## src/rtl/axi4_pkg.sv

```systemverilog
// Shared AXI4 encodings and the read-responder state type.
package axi4_pkg;

    typedef enum logic [1:0] {
        FIXED = 2'b00,
        INCR  = 2'b01,
        WRAP  = 2'b10
    } burst_t;

    typedef enum logic [1:0] {
        OKAY   = 2'b00,
        SLVERR = 2'b10
    } resp_t;

    typedef enum logic {
        IDLE  = 1'b0,
        BURST = 1'b1
    } state_t;

endpackage

```

## src/rtl/axi4_s_r_skid.sv

```systemverilog
// Two-entry FIFO holding returned beats so memory data survives R-channel stalls.
module axi4_s_r_skid #(
    parameter int W = 8
) (
    input  logic         clk,
    input  logic         rst_n,
    input  logic         in_valid,
    output logic         in_ready,
    input  logic [W-1:0] in_data,
    output logic         out_valid,
    input  logic         out_ready,
    output logic [W-1:0] out_data,
    output logic [1:0]   count
);
    logic [W-1:0] mem [2];
    logic         wr_ptr;
    logic         rd_ptr;
    logic         push;
    logic         pop;

    assign in_ready  = (count != 2'd2);
    assign out_valid = (count != 2'd0);
    assign out_data  = mem[rd_ptr];
    assign push      = in_valid && in_ready;
    assign pop       = out_valid && out_ready;

    always_ff @(posedge clk or negedge rst_n) begin
        if (!rst_n) begin
            // NOTE: storage is reset on purpose so the head entry, which drives rdata directly, reads 0 in reset.
            mem[0] <= '0;
            mem[1] <= '0;
            wr_ptr <= 1'b0;
            rd_ptr <= 1'b0;
            count  <= 2'd0;
        end else begin
            if (push) mem[wr_ptr] <= in_data;
            wr_ptr <= wr_ptr ^ push;
            rd_ptr <= rd_ptr ^ pop;
            unique case ({push, pop})
                2'b10:   count <= count + 2'd1;
                2'b01:   count <= count - 2'd1;
                default: count <= count;
            endcase
        end
    end

endmodule

```

## src/rtl/axi4_s_r.sv

```systemverilog
// AXI4 read responder: one burst in flight, memory reads throttled by skid-FIFO credit.
module axi4_s_r
    import axi4_pkg::*;
#(
    parameter int TAGW  = 3,
    parameter int ADRW  = 32,
    parameter int DATW  = 256,
    parameter int MEMAW = 10
) (
    input  logic             i_clk,
    input  logic             i_rst_n,
    input  logic [TAGW-1:0]  i_s_arid,
    input  logic [ADRW-1:0]  i_s_araddr,
    input  logic [7:0]       i_s_arlen,
    input  logic [2:0]       i_s_arsize,
    input  logic [1:0]       i_s_arburst,
    input  logic             i_s_arvalid,
    output logic             o_s_arready,
    output logic [TAGW-1:0]  o_s_rid,
    output logic [DATW-1:0]  o_s_rdata,
    output logic [1:0]       o_s_rresp,
    output logic             o_s_rlast,
    output logic             o_s_rvalid,
    input  logic             i_s_rready,
    output logic             o_mem_en,
    output logic [MEMAW-1:0] o_mem_addr,
    input  logic [DATW-1:0]  i_mem_rdata
);
    localparam int STBW   = DATW / 8;
    localparam int STB_LG = $clog2(STBW);
    localparam int FW     = DATW + TAGW + 3;

    state_t          state;
    logic [TAGW-1:0] ar_id;
    logic [ADRW-1:0] ar_addr;
    logic [7:0]      ar_len;
    logic [2:0]      ar_size;
    logic [1:0]      ar_burst;
    logic            load_q;
    logic [ADRW-1:0] beat_addr;
    logic [8:0]      iss_left;
    logic            err_q;
    logic            d_valid;
    logic            d_last;
    logic            d_err;

    logic            fifo_in_ready;
    logic            fifo_out_valid;
    logic [1:0]      fifo_count;
    logic [FW-1:0]   fifo_in_data;
    logic [FW-1:0]   fifo_out_data;

    logic            ar_hs;
    logic            pop;
    logic            last_pop;
    logic [2:0]      occ;
    logic            credit_ok;
    logic            issue;
    logic            push;
    logic [ADRW-1:0] step;
    logic [ADRW-1:0] start_addr;
    logic [ADRW-1:0] mem_word;
    resp_t           push_resp;
    logic [DATW-1:0] push_data;
    logic            unused_addr_bits;

    assign o_s_arready = (state == IDLE);
    assign ar_hs       = i_s_arvalid && o_s_arready;
    assign pop         = fifo_out_valid && i_s_rready;
    assign last_pop    = pop && o_s_rlast;

    // A read is issued only if the beat it returns already has a FIFO slot, counting the
    // beat arriving this cycle and the one leaving; the issue cycle itself is combinational.
    assign occ       = {1'b0, fifo_count} + {2'b00, d_valid} - {2'b00, pop};
    assign credit_ok = (occ < 3'd2);
    assign issue     = (state == BURST) && (iss_left != 9'd0) && credit_ok;
    assign o_mem_en  = issue && !err_q;

    assign step             = ADRW'(1) << ar_size;
    assign start_addr       = ar_addr & ~(step - ADRW'(1));
    assign mem_word         = beat_addr >> STB_LG;
    assign o_mem_addr       = mem_word[MEMAW-1:0];
    assign unused_addr_bits = ^mem_word[ADRW-1:MEMAW];

    assign push         = d_valid && fifo_in_ready;
    assign push_resp    = d_err ? SLVERR : OKAY;
    assign push_data    = d_err ? '0 : i_mem_rdata;
    assign fifo_in_data = {d_last, push_resp, ar_id, push_data};

    assign {o_s_rlast, o_s_rresp, o_s_rid, o_s_rdata} = fifo_out_data;
    assign o_s_rvalid = fifo_out_valid;

    always_ff @(posedge i_clk or negedge i_rst_n) begin
        if (!i_rst_n) begin
            state     <= IDLE;
            ar_id     <= '0;
            ar_addr   <= '0;
            ar_len    <= '0;
            ar_size   <= '0;
            ar_burst  <= '0;
            load_q    <= 1'b0;
            beat_addr <= '0;
            iss_left  <= '0;
            err_q     <= 1'b0;
            d_valid   <= 1'b0;
            d_last    <= 1'b0;
            d_err     <= 1'b0;
        end else begin
            load_q  <= ar_hs;
            d_valid <= issue;
            d_last  <= issue && (iss_left == 9'd1);
            d_err   <= err_q;

            case (state)
                IDLE: if (i_s_arvalid) begin
                    state    <= BURST;
                    ar_id    <= i_s_arid;
                    ar_addr  <= i_s_araddr;
                    ar_len   <= i_s_arlen;
                    ar_size  <= i_s_arsize;
                    ar_burst <= i_s_arburst;
                end
                BURST: if (last_pop) state <= IDLE;
                default: state <= IDLE;
            endcase

            // Alignment and error decode work off the captured AR, one cycle after the handshake.
            if (load_q) begin
                beat_addr <= (ar_burst == INCR) ? start_addr : ar_addr;
                iss_left  <= {1'b0, ar_len} + 9'd1;
                err_q     <= ar_burst[1] || (ar_size > 3'(STB_LG));
            end else if (issue) begin
                iss_left <= iss_left - 9'd1;
                if (ar_burst == INCR) beat_addr <= beat_addr + step;
            end
        end
    end

    axi4_s_r_skid #(.W(FW)) u_skid (
        .clk      (i_clk),
        .rst_n    (i_rst_n),
        .in_valid (push),
        .in_ready (fifo_in_ready),
        .in_data  (fifo_in_data),
        .out_valid(fifo_out_valid),
        .out_ready(i_s_rready),
        .out_data (fifo_out_data),
        .count    (fifo_count)
    );

endmodule

```

## config.mk

```make
export PLATFORM = sky130hd
export DESIGN_NAME = axi4_s_r
export DESIGN_NICKNAME = d
export VERILOG_FILES = /design/src/rtl/axi4_pkg.sv /design/src/rtl/axi4_s_r_skid.sv /design/src/rtl/axi4_s_r.sv
export SDC_FILE = /design/constraint.sdc
export NUM_CORES = 1
export LEC_CHECK = 0
export ABC_AREA = 1
export BUFFER_PORTS_ARGS = -buffer_cell sky130_fd_sc_hd__clkbuf_2
export CAP_MARGIN = 25
export CELL_PAD_IN_SITES_DETAIL_PLACEMENT = 1
export CELL_PAD_IN_SITES_GLOBAL_PLACEMENT = 2
export CORE_MARGIN = 10
export CORE_UTILIZATION = 29
export CTS_BUF_LIST = sky130_fd_sc_hd__clkbuf_4 sky130_fd_sc_hd__clkbuf_8
export DETAILED_ROUTE_END_ITERATION = 6
export PLACE_DENSITY_LB_ADDON = 0.1
export SLEW_MARGIN = 30
export SYNTH_ARGS = -nofsm -noshare
export SYNTH_HDL_FRONTEND = slang
export SYNTH_HIERARCHICAL = 1
export SYNTH_SLANG_ARGS = --single-unit
```

## constraint.sdc

```tcl
create_clock -name i_clk -period 2.63 [get_ports i_clk]
set_input_delay 0.263 -clock i_clk [delete_from_list [all_inputs] [get_ports i_clk]]
set_output_delay 0.263 -clock i_clk [all_outputs]
set_load 0.02 [all_outputs]
```

==> metrics <==
Clock Latency Late Sink=0.76 ns; post-synthesis xor/xnor area fraction=0.00212; commonest non-fill, non-tap cells in the layout=nand2_1, inv_1, o21ai_0; clock share of power=0.227; hold crit path type=in2async; layout cells sized above 1=0.211; CP Capture Type=output pin; Slowest Stage Delay on Critical Path=0.54 ns; die area=113000 um^2; DIE HEIGHT=336 um; Gate power share=0.462; VDD IR max=396 uV; # DRC=0; mux share of post-synthesis cell area=0; post-synthesis compound-gate area fraction=0.150; non-filler cells, final=6142; failing checks=setup timing; via count=26900; Required @ worst endpoint=2.37 ns; fin crit period=2.98 ns; crit path max-delay cell type=fa_2; nets=5080; RSZ-0062 raised after global routing=yes; Adder-Cell Fraction of Synth Area=0.00633; Seq/Total Area, Yosys=0.510; Setup Total Neg Slack=-0.523 ns; initial antenna violation count=5; CP startpoint kind=flop; Avg Cell Area, Syn=7.45 um^2; reg-to-reg critical path startpoint=u_skid/count[0]; post-synth cell types=40; H-tree levels=3; GRT Total Usage=0.183; Port Buffers=565; status=finished, violations left; Critical Path End=o_mem_en; DRT Pass-1 Iters=5; worst slew pin tran=0.910 ns; DRT iter0 DRCs=1172; Max Transition Viols Final=0; number of buffers created by CTS=112; largest net degree at the start of global routing=121; switch share=0.436; Switch Pwr=19200 uW; EDFF count, synth=0; Root Driver=clkbuf_8; Final period util=1.13; Synth-to-Final Area Change=38.4%; TritonCTS clock tree=done; CP Class=reg2out; post-route ant nets=0; fin worst setup slack=-0.351 ns; Yosys warning total=6; dpl cells=5599; Max-cap violations=0; worst path cell trace=inv_2 -> nand2_2 -> nand2_2 -> inv_2 -> ha_4 -> inv_2 -> nand2_2 -> fa_2 -> nand2_2 -> nor2_4 -> o21ai_4 -> nor2_4 -> buf_8; GR Overflow Total=0; Via density=4.38; fmax=0.335 GHz; internal power=24800 uW; synthesized area=28900 um^2; first-pass GRT wire length=164000 um; Hold Vio Cnt, Final=0; reg-to-reg slack, setup=-0.05 ns; Ports=583; starting density of the core=0.293; core region area=98600 um^2; most common cell after layout, fill and taps aside=nand2_1; max_slew headroom=0.390; simple-gate share of the synthesized area=0.179; leakage=0.0198 uW; fillers=12100; Pwr Density=1100 nW/um^2; CP Max Fanout=2; Row Count=115; Reg2Reg Depth=19; main combinational cell family by area after synthesis=simple AND/OR/NAND/NOR gates; CTS Buffer Depth=3; Synth Flop Type=dfrtp_1; cell repeated most along the worst path=nand2_2; Die X=336 um; Seq pwr share=0.311; Worst Clk Skew=0.0172 ns; RR Endpoint=beat_addr[1]; worst endpoint data arrival time=2.72 ns; RD Place Congestion=0.753; CTS sink cnt=589; flops & latches, synth=589; WL/cell=17.0 um; Worst-path clk slew=0.06 ns; fraction of registers with async set/reset=1.00; post-synthesis cell count=3874; total wire length=105000 um; Critical Path Start=u_skid/count[0]; vias in the first global route=28800; DPL Wire Length=73000 um; final-report setup violation count=6
-- metal layers --
metal / vias up / routed length, um / global-route usage
li1: 13400 / - / -
met1: 12900 / 45900 / 0.226
met2: 457 / 50900 / 0.313
met3: 143 / 5190 / 0.0436
met4: 4 / 2580 / 0.0530
met5: - / 21 / 0
-- synth_stat cells, types with 4 or more instances --
cell type | n | area (um^2)
a21oi_1 | 13 | 65.1
a31oi_1 | 7 | 43.8
buf_2 | 71 | 355
buf_4 | 52 | 390
buf_6 | 4 | 45.0
clkbuf_1 | 97 | 364
dfrtp_1 | 589 | 14700
ha_1 | 13 | 163
inv_1 | 853 | 3200
inv_2 | 5 | 18.8
nand2_1 | 946 | 3550
nand2_2 | 9 | 56.3
nand3_1 | 39 | 195
nand3_2 | 6 | 60.1
nand4_1 | 8 | 50.1
nor2_1 | 297 | 1110
nor3_1 | 4 | 20.0
o211ai_1 | 5 | 37.5
o21ai_0 | 758 | 3790
o21ai_1 | 61 | 305
o22ai_1 | 7 | 43.8
xor2_1 | 4 | 35.0
-- sequential cells by signal (all words and copies together), names as in the netlist --
signal and count:
iss_left 9, ar_len 8, u_skid/wr_ptr 1, err_q 1
state 1, ar_addr 15, ar_burst 2, u_skid/rd_ptr 1
ar_id 3, u_skid/mem 524, d_valid 1, u_skid/count 2
ar_size 3, d_last 1, load_q 1, d_err 1
beat_addr 15
-- power by group through the flow --
stage | clock network, uW | registers, uW | logic, uW
2_1_floorplan | 0 | 13400 | 11700
3_3_place_gp | 0 | 13800 | 18200
3_5_place_dp | 0 | 13900 | 18400
4_1_cts | 10400 | 13700 | 19700
5_1_grt | 10900 | 14100 | 22800
6_report | 10000 | 13700 | 20300
-- worst max-delay path: cells and delay by family (launching register included) --
family / cells / cell delay [ns]
compound gates: 1 / 0.08
fa+ha+maj: 2 / 0.75
buf+inv: 4 / 0.29
flops: 1 / 0.39
simple gates: 6 / 0.47
-- how the worst min path moves through the flow --
stage	from	end	slack, ns
6_report	i_rst_n	u_skid/mem[322]	0.07
4_1_cts	i_rst_n	u_skid/mem[323]	0.03
2_1_floorplan	i_rst_n	ar_addr[0]	-0.03
3_3_place_gp	i_rst_n	u_skid/mem[322]	0.30
3_5_place_dp	i_rst_n	u_skid/mem[322]	0.30
5_1_grt	i_rst_n	u_skid/mem[322]	0.04
-- logic make-up (layout without fill, tap and decap cells) --
kind of cell    count (synthesis)  in the layout
simple gates                 1322           1323
buf+inv                      1085           2062
compound gates                856            856
flops                         589            589
fa+ha+maj                      14             14
xor+xnor                        7              7
other cells                     1              4
-- repair_timing --
action	in CTS	in global routing
pin swaps	6	8
hold endpoints to repair	1000	0
setup endpoints to repair	108	87
hold buffers	305	0
setup buffers	11	8
cloned	2	6
gates resized for setup	149	183
-- area by class of cell --
| class | count | area (um^2) | share of cell area |
|---|---|---|---|
| sequential | 589 | 14700 | 0.369 |
| multi-input combinational | 2202 | 10200 | 0.255 |
| timing repair buffer | 993 | 7620 | 0.191 |
| inverter | 860 | 3250 | 0.0812 |
| clock buffer | 188 | 2360 | 0.0590 |
| tap | 1287 | 1610 | 0.0403 |
| clock inverter | 21 | 175 | 0.00438 |
| antenna | 2 | 5.00 | 0.000125 |
-- through the flow --
step | hold slack, ns | worst slack, ns | utilization | cell area, um^2 | power (uW)
floorplan | -0.0326 | 0.0255 | - | 28900 | 25000
global placement | 0.304 | 0.0286 | 0.339 | 33400 | 32000
detailed placement | 0.305 | -0.00313 | 0.339 | 33400 | 32300
CTS | 0.0284 | -0.632 | 0.400 | 39400 | 43900
global route | 0.0399 | -0.567 | 0.405 | 40000 | 47800
finish | 0.0703 | -0.351 | 0.405 | 40000 | 44000
No activity file was read; power rests on OpenSTA's default activity.
